## src/rtl/simd_addsub_pkg.sv

```systemverilog
// simd_addsub_pkg: op encoding and lane helpers for the SIMD add/sub pipeline.
// Helpers work on the widest supported lane (24 bits); callers truncate.
package simd_addsub_pkg;

    localparam logic OP_ADD  = 1'b0;
    localparam logic OP_SUB  = 1'b1;

    localparam int   MAX_W   = 24;
    localparam int   MAX_BUS = 8 * MAX_W;

    // Largest positive value of a w-bit signed lane.
    function automatic logic [MAX_W-1:0] sat_max(input int w);
        return (24'd1 << (w - 1)) - 24'd1;
    endfunction

    // Most negative value of a w-bit signed lane (bit pattern 100..0).
    function automatic logic [MAX_W-1:0] sat_min(input int w);
        return 24'd1 << (w - 1);
    endfunction

    // Extract lane idx of width w from a packed bus.
    function automatic logic [MAX_W-1:0] lane_get(
        input logic [MAX_BUS-1:0] bus,
        input int                 idx,
        input int                 w
    );
        return MAX_W'(bus >> (idx * w));
    endfunction

endpackage

```

## src/rtl/simd_lane_addsub_pipe_if.sv

```systemverilog
// simd_lane_addsub_pipe_if: input beat stream (s_*) and result stream (m_*).
// slave = the pipeline's view, master = the producer/consumer view.
interface simd_lane_addsub_pipe_if #(
    parameter int LANES = 4,
    parameter int WIDTH = 12
);
    logic                   s_valid;
    logic                   s_ready;
    logic [LANES*WIDTH-1:0] s_a;
    logic [LANES*WIDTH-1:0] s_b;
    logic [LANES-1:0]       s_op;
    logic                   s_sat;

    logic                   m_valid;
    logic                   m_ready;
    logic [LANES*WIDTH-1:0] m_res;
    logic [LANES-1:0]       m_ovf;

    modport slave (
        input  s_valid, s_a, s_b, s_op, s_sat, m_ready,
        output s_ready, m_valid, m_res, m_ovf
    );

    modport master (
        output s_valid, s_a, s_b, s_op, s_sat, m_ready,
        input  s_ready, m_valid, m_res, m_ovf
    );
endinterface

```

## src/rtl/simd_lane_alu.sv

```systemverilog
// simd_lane_alu: one signed lane, combinational add/sub with overflow flag.
// Ports: a, b operands; op 0=add 1=sub; sat enables clamping; res, ovf out.
module simd_lane_alu
    import simd_addsub_pkg::*;
#(
    parameter int WIDTH    = 12,
    parameter bit SATURATE = 1'b1
) (
    input  logic [WIDTH-1:0] a,
    input  logic [WIDTH-1:0] b,
    input  logic             op,
    input  logic             sat,
    output logic [WIDTH-1:0] res,
    output logic             ovf
);
    logic [WIDTH:0] ax;
    logic [WIDTH:0] bx;
    logic [WIDTH:0] r;

    always_comb begin
        ax = {a[WIDTH-1], a};
        bx = {b[WIDTH-1], b};
        case (op)
            OP_ADD:  r = ax + bx;
            OP_SUB:  r = ax - bx;
            default: r = ax + bx;
        endcase
        // r[WIDTH] is the true sign; a mismatch with r[WIDTH-1] means overflow
        ovf = r[WIDTH] ^ r[WIDTH-1];
        res = r[WIDTH-1:0];
        if (SATURATE && sat && ovf)
            res = r[WIDTH] ? WIDTH'(sat_min(WIDTH))
                           : WIDTH'(sat_max(WIDTH));
    end
endmodule

```

## src/rtl/simd_lane_addsub_pipe.sv

```systemverilog
// simd_lane_addsub_pipe: LANES x WIDTH signed add/sub, valid/ready pipeline.
// Ports: clk, aresetn (async low), sync_clr (flush), bus (slave stream if).
module simd_lane_addsub_pipe
    import simd_addsub_pkg::*;
#(
    parameter int LANES       = 4,
    parameter int WIDTH       = 12,
    parameter int PIPE_STAGES = 2,
    parameter bit SATURATE    = 1'b1
) (
    input  logic                    clk,
    input  logic                    aresetn,
    input  logic                    sync_clr,
    simd_lane_addsub_pipe_if.slave  bus
);
    localparam int BW = LANES * WIDTH;

    logic [PIPE_STAGES:1] v;
    logic [PIPE_STAGES:1] ld;
    logic                 tail_full;
    logic                 accept;

    logic [BW-1:0]        a1;
    logic [BW-1:0]        b1;
    logic [LANES-1:0]     op1;
    logic                 sat1;

    logic [BW-1:0]        rq [2:PIPE_STAGES];
    logic [LANES-1:0]     oq [2:PIPE_STAGES];

    logic [BW-1:0]        alu_res;
    logic [LANES-1:0]     alu_ovf;

    // Stage k may load unless it and every stage after it are full
    // and the consumer is stalling; this collapses bubbles.
    always_comb begin
        tail_full = !bus.m_ready;
        ld        = '0;
        for (int k = PIPE_STAGES; k >= 1; k--) begin
            tail_full = tail_full && v[k];
            ld[k]     = !tail_full;
        end
    end

    assign bus.s_ready = ld[1] && !sync_clr;
    assign accept      = bus.s_valid && bus.s_ready;
    assign bus.m_valid = v[PIPE_STAGES];
    assign bus.m_res   = rq[PIPE_STAGES];
    assign bus.m_ovf   = oq[PIPE_STAGES];

    always_ff @(posedge clk or negedge aresetn) begin
        if (!aresetn) begin
            v <= '0;
        end else if (sync_clr) begin
            v <= '0;
        end else begin
            if (ld[1])
                v[1] <= bus.s_valid;
            for (int k = 2; k <= PIPE_STAGES; k++)
                if (ld[k])
                    v[k] <= v[k-1];
        end
    end

    always_ff @(posedge clk or negedge aresetn) begin
        if (!aresetn) begin
            a1   <= '0;
            b1   <= '0;
            op1  <= '0;
            sat1 <= 1'b0;
            for (int k = 2; k <= PIPE_STAGES; k++) begin
                rq[k] <= '0;
                oq[k] <= '0;
            end
        end else begin
            if (accept) begin
                a1   <= bus.s_a;
                b1   <= bus.s_b;
                op1  <= bus.s_op;
                sat1 <= bus.s_sat;
            end
            if (ld[2] && v[1]) begin
                rq[2] <= alu_res;
                oq[2] <= alu_ovf;
            end
            for (int k = 3; k <= PIPE_STAGES; k++)
                if (ld[k] && v[k-1]) begin
                    rq[k] <= rq[k-1];
                    oq[k] <= oq[k-1];
                end
        end
    end

    for (genvar i = 0; i < LANES; i++) begin : g_lane
        logic [WIDTH-1:0] la;
        logic [WIDTH-1:0] lb;

        assign la = WIDTH'(lane_get(MAX_BUS'(a1), i, WIDTH));
        assign lb = WIDTH'(lane_get(MAX_BUS'(b1), i, WIDTH));

        simd_lane_alu #(
            .WIDTH    (WIDTH),
            .SATURATE (SATURATE)
        ) u_alu (
            .a   (la),
            .b   (lb),
            .op  (op1[i]),
            .sat (sat1),
            .res (alu_res[i*WIDTH +: WIDTH]),
            .ovf (alu_ovf[i])
        );
    end
endmodule

```

## src/flat_wrapper.sv

```systemverilog
// flat-port wrapper written by rule: the top's interface ports become plain ports
module simd_lane_addsub_pipe_flat import simd_addsub_pkg::*;
#(
    parameter int LANES       = 4,
    parameter int WIDTH       = 12,
    parameter int PIPE_STAGES = 2,
    parameter bit SATURATE    = 1'b1
)
  (clk, aresetn, sync_clr, bus_s_valid, bus_s_a, bus_s_b, bus_s_op, bus_s_sat, bus_m_ready, bus_s_ready, bus_m_valid, bus_m_res, bus_m_ovf);
  simd_lane_addsub_pipe_if #(.LANES(LANES), .WIDTH(WIDTH)) bus_i ();
  input  logic clk;
  input  logic aresetn;
  input  logic sync_clr;
  input wire logic [$bits(bus_i.s_valid)-1:0] bus_s_valid;
  input wire logic [$bits(bus_i.s_a)-1:0] bus_s_a;
  input wire logic [$bits(bus_i.s_b)-1:0] bus_s_b;
  input wire logic [$bits(bus_i.s_op)-1:0] bus_s_op;
  input wire logic [$bits(bus_i.s_sat)-1:0] bus_s_sat;
  input wire logic [$bits(bus_i.m_ready)-1:0] bus_m_ready;
  output wire logic [$bits(bus_i.s_ready)-1:0] bus_s_ready;
  output wire logic [$bits(bus_i.m_valid)-1:0] bus_m_valid;
  output wire logic [$bits(bus_i.m_res)-1:0] bus_m_res;
  output wire logic [$bits(bus_i.m_ovf)-1:0] bus_m_ovf;
  assign bus_i.s_valid = bus_s_valid;
  assign bus_i.s_a = bus_s_a;
  assign bus_i.s_b = bus_s_b;
  assign bus_i.s_op = bus_s_op;
  assign bus_i.s_sat = bus_s_sat;
  assign bus_i.m_ready = bus_m_ready;
  assign bus_s_ready = bus_i.s_ready;
  assign bus_m_valid = bus_i.m_valid;
  assign bus_m_res = bus_i.m_res;
  assign bus_m_ovf = bus_i.m_ovf;
  simd_lane_addsub_pipe #(.LANES(LANES), .WIDTH(WIDTH), .PIPE_STAGES(PIPE_STAGES), .SATURATE(SATURATE)) u_core (.clk(clk), .aresetn(aresetn), .sync_clr(sync_clr), .bus(bus_i));
endmodule
```

## config.mk

```make
export PLATFORM = sky130hd
export DESIGN_NAME = simd_lane_addsub_pipe_flat
export DESIGN_NICKNAME = d
export VERILOG_FILES = /design/src/rtl/simd_addsub_pkg.sv /design/src/rtl/simd_lane_addsub_pipe_if.sv /design/src/rtl/simd_lane_alu.sv /design/src/rtl/simd_lane_addsub_pipe.sv /design/src/flat_wrapper.sv
export SDC_FILE = /design/constraint.sdc
export NUM_CORES = 1
export LEC_CHECK = 0
export BUFFER_PORTS_ARGS = -buffer_cell sky130_fd_sc_hd__buf_2
export CORE_MARGIN = 3
export CORE_UTILIZATION = 58
export CTS_CLUSTER_DIAMETER = 80
export DETAILED_ROUTE_END_ITERATION = 8
export GPL_TIMING_DRIVEN = 0
export PLACE_DENSITY = 0.89
export SLEW_MARGIN = 30
export SYNTH_ARGS = -nofsm -noshare
export SYNTH_HDL_FRONTEND = slang
export SYNTH_SLANG_ARGS = --single-unit
```

## constraint.sdc

```tcl
create_clock -name clk -period 4.2 [get_ports clk]
set_clock_uncertainty 0.15 [all_clocks]
set_input_delay 0.42 -clock clk [delete_from_list [all_inputs] [get_ports clk]]
set_output_delay 0.42 -clock clk [all_outputs]
set_load 0.02 [all_outputs]
```

==> results.md, run 1 <==
* Pre-Repair DR Iteration Count at 5
* Worst-Margin Slew at 837.7 ps
* Synth Area per Inst at 10.14 µm²
* Syn Nets at 1,116
* Slew Viols, Final at 0
* Detail Route Antenna Nets at 0
* Worst EP required at 4380 ps
* Deepest clock path buffer count at 2
* Post-synth top cells: dfrtp_1 (155), mux2_2 (101), nor2_1 (79)
* Most common cell in the netlist: dfrtp_1
* Row cnt at 46
* WHS Path Cells at 2
* # H-tree levels at 4
* Fill cells at 1,164
* Fin util at 0.7075
* Slowest CP cell: dfrtp_1
* Diode count at 0
* CP Buf/Inv Count at 2
* Cell count of the worst reg-to-reg path at 15
* Area leader, netlist: dfrtp_1
* CP Cell Sequence: inv_1, ha_1, nor3b_1, and2_1, a21oi_1, xnor2_1, ha_1, clkbuf_1, nand2_1, o21ai_1, mux2i_1, o41ai_2, o21ai_2, a21oi_1, o31ai_1
* CORE AREA at 16,120 µm²
* Port bufs at 159
* Worst Setup End Kind: flip-flop
* Async set-reset flop share out of synthesis at 1.000
* Fin crit period at 3967 ps
* Hpwl dp at 17,930 µm
* Vias per cell at 5.884
* Final hold vios at 0
* CP Launch Type: flip-flop
* Crit Path Class: reg2reg
* Worst hold slack at 17.53 ps
* Die area at 18,270 µm²
* Iteration-0 DRC count of the detailed router at 508
* CTS tree: built
* Maximum vdd drop at 0.0003409 V
* Synthesis-to-layout area growth at 17.83%
* Yosys reg bits at 155
* Worst Hold Class: in2reg
* Clock root cell: clkbuf_16
* Power density cells at 681.5 nW/µm²
* Final critical-path share of the clock period at 0.9446
* Reg2Reg Setup Slack at 230 ps
* Ys flop type: dfrtp_1
* Reg2Reg Launch Point: u_core.b1[24]$_DFFE_PN0P_
* Clk_lat worst skew at 430 ps
* Worst-path clk slew at 70 ps
* Hold Startpoint: sync_clr
* Mapped Cells at 954
* Critical Path AT at 4150 ps
* Drt total wl at 24,400 µm
* # setup viols final at 0
* Post-placement setup slack at 234.1 ps
* Mapped cell area at 9677 µm²
* Seq/Total Area, Yosys at 0.4008
* Wirelength per Cell at 17.89 µm
* Fmax achieved at 0.2520 GHz
* Ys Warns at 0
* Number of top-level pins at 160
* Top area cells in the synthesized netlist: dfrtp_1 (40%), mux2_2 (12%), ha_1 (6.7%)
* Routability cong. at 0.8798
* GRT overflow at 0
* DIE HEIGHT at 135.2 µm
* Crit path max fanout at 10
* Post-synth top area share at 0.4008
* Nets at 1,297
* Yosys cell types at 81
* Worst Hold End: u_core.v[1]$_DFFE_PN0P_
* Final WS setup at 232.5 ps
* Worst reg2reg path endpoint: u_core.bus.m_res[34]$_DFFE_PN0P_
* LEAKAGE at 5.125 nW
* Crit-path max cell delay at 430 ps
* Die X at 135.2 µm
* CTS sink cnt at 155
* Vias in the first global route at 7,822
* Relative slew slack at 0.4271
* Max-cap violation count at 0
* Gr usage total at 0.2657
* Post-route DRC violation count at 0
* First-pass GRT wire length at 38,810 µm
* Num CTS Buffers at 17
* DR vias at 8,026
* Initial antenna violation count at 0
* Layout cells sized above 1 at 0.2927
* Outcome: finished clean
* EDFF count, synth at 0
* Largest net degree at the start of global routing at 86
* Initial core utilization at 0.6005
* Crit path max-delay family: compound AO/OA/AOI/OAI gates
-- layout make-up --
class / instances / area [µm²] / share of cell area
multi-input combinational: 737 / 5527 / 0.4847
sequential: 155 / 3879 / 0.3402
buffer: 36 / 198.9 / 0.01745
clock buffer: 17 / 425.4 / 0.03731
timing repair buffer: 162 / 850.8 / 0.07462
clock inverter: 15 / 153.9 / 0.01350
tap: 216 / 270.3 / 0.02370
inverter: 26 / 97.59 / 0.008559
-- through the flow --
step / instances / TNS (ps) / area (µm²) / power, mW
after floorplan: 954 / 0 / 9677 / 5.152
after global placement: 1329 / 0 / 10740 / 5.994
after detailed placement: 1330 / 0 / 10780 / 6.142
after CTS: 1363 / 0 / 11370 / 7.709
after global routing: 1364 / -4.518 / 11400 / 8.279
final: 1364 / 0 / 11400 / 7.770
-- how the worst max path moves through the flow --
stage,start,endpoint,cells past startpoint
finish,u_core.b1[24]$_DFFE_PN0P_,u_core.bus.m_res[34]$_DFFE_PN0P_,15
global route,u_core.b1[24]$_DFFE_PN0P_,u_core.bus.m_res[34]$_DFFE_PN0P_,15
CTS,u_core.b1[2]$_DFFE_PN0P_,u_core.bus.m_res[8]$_DFFE_PN0P_,13
detailed placement,u_core.b1[2]$_DFFE_PN0P_,u_core.bus.m_res[8]$_DFFE_PN0P_,13
global placement,aresetn,u_core.b1[13]$_DFFE_PN0P_,1
floorplan,u_core.b1[2]$_DFFE_PN0P_,u_core.bus.m_res[10]$_DFFE_PN0P_,13
-- sequential cells by signal, indices dropped and copies added (netlist names) --
| name | flops |
|---|---|
| u_core.a1 | 48 |
| u_core.b1 | 48 |
| u_core.bus.m_res | 48 |
| u_core.bus.m_ovf | 4 |
| u_core.op1 | 4 |
| u_core.v | 2 |
| u_core.sat1 | 1 |
-- routing by layer --
layer / global-route usage / wire length, µm / share of wire / up-vias
met5: 0 / 0 / 0 / -
met4: 0.09798 / 691 / 0.028 / 0
met3: 0.04495 / 1360 / 0.056 / 59
met2: 0.4353 / 11820 / 0.48 / 261
met1: 0.3574 / 10520 / 0.43 / 3894
li1: - / - / - / 3812
-- cell families after synthesis --
| family | Yosys count | share of synthesized area |
|---|---|---|
| fa+ha+maj | 56 | 0.07551 |
| simple gates | 253 | 0.1281 |
| xor+xnor | 82 | 0.07577 |
| compound gates | 236 | 0.1611 |
| flops | 155 | 0.4008 |
| buf+inv | 62 | 0.03051 |
| mux | 110 | 0.1281 |
-- what timing repair did --
action	CTS	global route
gates resized for setup	0	6
hold buffers	1	0
endpoints found under the hold margin	84	0
setup buffers	0	1
setup endpoints to repair	0	22
-- worst reg2reg max path, stage by stage (launching register included) --
cell      delay, ps
dfrtp_1         430
inv_1            80
ha_1            160
nor3b_1         430
and2_1          240
a21oi_1          80
xnor2_1         160
ha_1            300
clkbuf_1        300
nand2_1         120
o21ai_1         250
mux2i_1         250
o41ai_2         160
o21ai_2         360
a21oi_1         130
o31ai_1         260
-- power breakdown --
group | total, mW | internal, mW | switching [mW]
combinational | 4.07 | 1.67 | 2.40
clock | 1.53 | 0.838 | 0.692
sequential | 2.17 | 1.88 | 0.287
total | 7.77 | 4.39 | 3.38
-- layout by cell type, fill, tap and decap left out, types with 4 or more instances in the layout --
master       n
fa_1         4
o21bai_1     4
or3_1        5
clkbuf_1    24
o31ai_1      5
inv_6        5
o21ai_0     28
xor2_1      12
nor3_1      25
nand2b_1     8
a21o_1      10
a211o_1      4
o21ai_1     38
and3_1       6
nor4_1       4
a31oi_1     22
dfrtp_1    155
nor2b_1     12
buf_2      160
buf_6        4
o211ai_1     4
a21oi_1     70
xnor2_1     67
and2_1       6
nor2_1      79
inv_1       25
nand2_1     69
nor3b_1      4
mux2i_1      8
o2111ai_1    4
clkbuf_16   17
nand3_1     10
o21a_1       7
ha_1        52
mux2_2     101
(Power assumes the default switching activity.)
==> run 2, diff against run 1 <==
- ABC_AREA: default -> 1
- CORE_UTILIZATION: 58 -> 40
- PLACE_DENSITY: 0.89 -> 0.67
==> results.md, run 2 <==
* GRT overflow at 0
* DIE HEIGHT at 162.1 µm
* Top area cells in the synthesized netlist: dfrtp_1 (40%), nand2_1 (8.5%), ha_1 (6.7%)
* # setup viols final at 0
* Row cnt at 56
* Syn Nets at 1,344
* Post-synth top cells: nand2_1 (221), dfrtp_1 (155), nor2_1 (152)
* Final critical-path share of the clock period at 0.7852
* Outcome: finished clean
* Critical Path AT at 3500 ps
* CTS sink cnt at 155
* Pre-Repair DR Iteration Count at 8
* Vias in the first global route at 7,854
* Drt total wl at 23,950 µm
* Power density cells at 616.8 nW/µm²
* Most common cell in the netlist: nand2_1
* Die X at 162.1 µm
* Layout cells sized above 1 at 0.2620
* Seq/Total Area, Yosys at 0.3981
* Worst-path clk slew at 60 ps
* RSZ-0062 raised after global routing: false
* Async set-reset flop share out of synthesis at 1.000
* Worst-Margin Slew at 984.8 ps
* Max-cap violation count at 0
* Fill cells at 2,412
* Worst EP required at 4400 ps
* Mapped cell area at 9743 µm²
* Most frequent cells in the layout: nand2_1 (221), buf_2 (174), dfrtp_1 (155)
* Setup tns final at 0 ps
* CP Launch Type: flip-flop
* Synthesis-to-layout area growth at 19.02%
* Initial core utilization at 0.4114
* Deepest clock path buffer count at 2
* DR vias at 8,118
* CORE AREA at 23,680 µm²
* Cell count of the worst reg-to-reg path at 21
* Slowest CP cell: dfrtp_1
* Post-CTS Resized at 0
* Post-synth top area share at 0.3981
* Crit-path most repeated cell: nand2_1
* EDFF count, synth at 0
* LEAKAGE at 5.947 nW
* Slew Viols, Final at 0
* Die area at 26,270 µm²
* Fin crit period at 3298 ps
* # H-tree levels at 4
* Wirelength per Cell at 14.15 µm
* Hpwl dp at 18,560 µm
* Crit Path Class: reg2reg
* Num CTS Buffers at 17
* Yosys cell types at 32
* Diode count at 0
* Detail Route Antenna Nets at 0
* Worst Setup End Kind: flip-flop
* Worst Hold Class: in2reg
* Area leader, netlist: dfrtp_1
* Final Power at 7.152 mW
* Largest net degree at the start of global routing at 85
* Iteration-0 DRC count of the detailed router at 324
* Commonest non-fill, non-tap cell in the layout: nand2_1
* Maximum vdd drop at 0.0002738 V
* Port bufs at 159
* Initial antenna violation count at 0
* Ys flop type: dfrtp_1
* Setup bufs post-CTS at 0
* WHS Path Cells at 2
* Number of top-level pins at 160
* Yosys reg bits at 155
* Post-placement setup slack at 931.9 ps
* Crit-path max cell delay at 450 ps
* Clk_lat worst skew at 430 ps
* First-pass GRT wire length at 38,560 µm
* Relative slew slack at 0.3435
* Final hold vios at 0
* Post-CTS Hold Buffers at 1
* Routability cong. at 0.8540
* Gr usage total at 0.1835
* Post-route DRC violation count at 0
* Ys Warns at 0
* CTS tree: built
* Fmax achieved at 0.3032 GHz
* Synth Area per Inst at 8.243 µm²
* CP Cell Sequence: nor4_1, nand3_1, nor2_1, a21oi_1, xor2_1, inv_1, ha_1, nand2_1, nand2_1, inv_1, nor2_1, nor2_1, nand3_1, inv_1, nand3_2, nand2_1, nand3_1, nand2_1, inv_2, buf_6, a21oi_2
* Final WS setup at 902.0 ps
* Crit path max fanout at 10
* Nets at 1,524
* Mapped Cells at 1,182
* Clock root cell: clkbuf_16
* Vias per cell at 4.795
-- run 2: cell count changes after synthesis, moves of 38 or more --
| cell | previous run | this run |
|---|---|---|
| nand3_1 | 11 | 52 |
| nand2_1 | 69 | 221 |
| xnor2_1 | 68 | 23 |
| o21ai_1 | 38 | 0 |
| inv_1 | 25 | 130 |
| mux2_2 | 101 | 52 |
| nor2_1 | 79 | 152 |
| xor2_1 | 12 | 50 |
-- run 2: cells by family (layout without fill, tap and decap cells) --
family,after synthesis,in the layout,share of synthesized area
AO/OA/AOI/OAI,183,183,0.1102
XOR/XNOR,73,73,0.06562
adder cells (fa/ha/maj),56,56,0.07500
buffers and inverters,186,378,0.08116
flip-flops,155,155,0.3981
multiplexers,52,52,0.06010
AND/OR/NAND/NOR,477,477,0.2098
-- run 2: worst paths after layout --
kind                                                  start                          endpoint  slack, ps
hold / removal                                     sync_clr           u_core.v[2]$_DFFE_PN0P_         70
setup reg to reg                   u_core.b1[3]$_DFFE_PN0P_  u_core.bus.m_res[10]$_DFFE_PN0P_        900
hold reg to reg            u_core.bus.m_res[35]$_DFFE_PN0P_  u_core.bus.m_res[35]$_DFFE_PN0P_        330
min in group asynchronous                           aresetn  u_core.bus.m_res[22]$_DFFE_PN0P_        420
setup / recovery                   u_core.b1[3]$_DFFE_PN0P_  u_core.bus.m_res[10]$_DFFE_PN0P_        900
max in group asynchronous                           aresetn         u_core.b1[47]$_DFFE_PN0P_       2670
-- run 2: area by class of cell --
class / instances / area, µm² / area share
Clock buffer: 21 / 470.5 / 0.04057
Sequential cell: 155 / 3879 / 0.3345
Tap cell: 319 / 399.1 / 0.03442
Timing Repair Buffer: 161 / 843.3 / 0.07272
Multi-Input combinational cell: 841 / 5074 / 0.4375
Clock inverter: 10 / 140.1 / 0.01208
Buffer: 35 / 224.0 / 0.01931
Inverter: 151 / 566.8 / 0.04888
-- run 2: critical path, delay by kind of cell, from the launching register on --
family	cells	cell delay, ps
DFF	1	450
AOI/OAI and AO/OA	2	230
adders and majority gates	1	330
xor gates and xnor gates	1	160
and+or+nand+nor	12	1500
buffers and inverters	5	400
-- run 2: metrics by stage --
stage               instances  cell area (µm²)  hold slack [ps]    util
finish                   1693            11600            67.35  0.4896
global route             1693            11600            57.21  0.4896
CTS                      1693            11600            49.65  0.4896
detailed placement       1661            10980            274.7  0.4634
global placement         1660            10940            313.2  0.4619
floorplan                1182             9743           -25.59       -
-- run 2: routing by layer --
layer | wire, µm | vias up | global-route usage
li1 | - | 4163 | -
met1 | 11020 | 3781 | 0.2333
met2 | 11680 | 156 | 0.3229
met3 | 991 | 18 | 0.03698
met4 | 267 | 0 | 0.04188
met5 | 0 | - | 0
-- run 2: power by group --
part / switching, mW / total (mW) / leakage, nW / internal, mW
clock network: 0.632 / 1.61 / 0.303 / 0.982
registers: 0.237 / 2.12 / 1.76 / 1.88
logic: 2.08 / 3.42 / 3.88 / 1.33
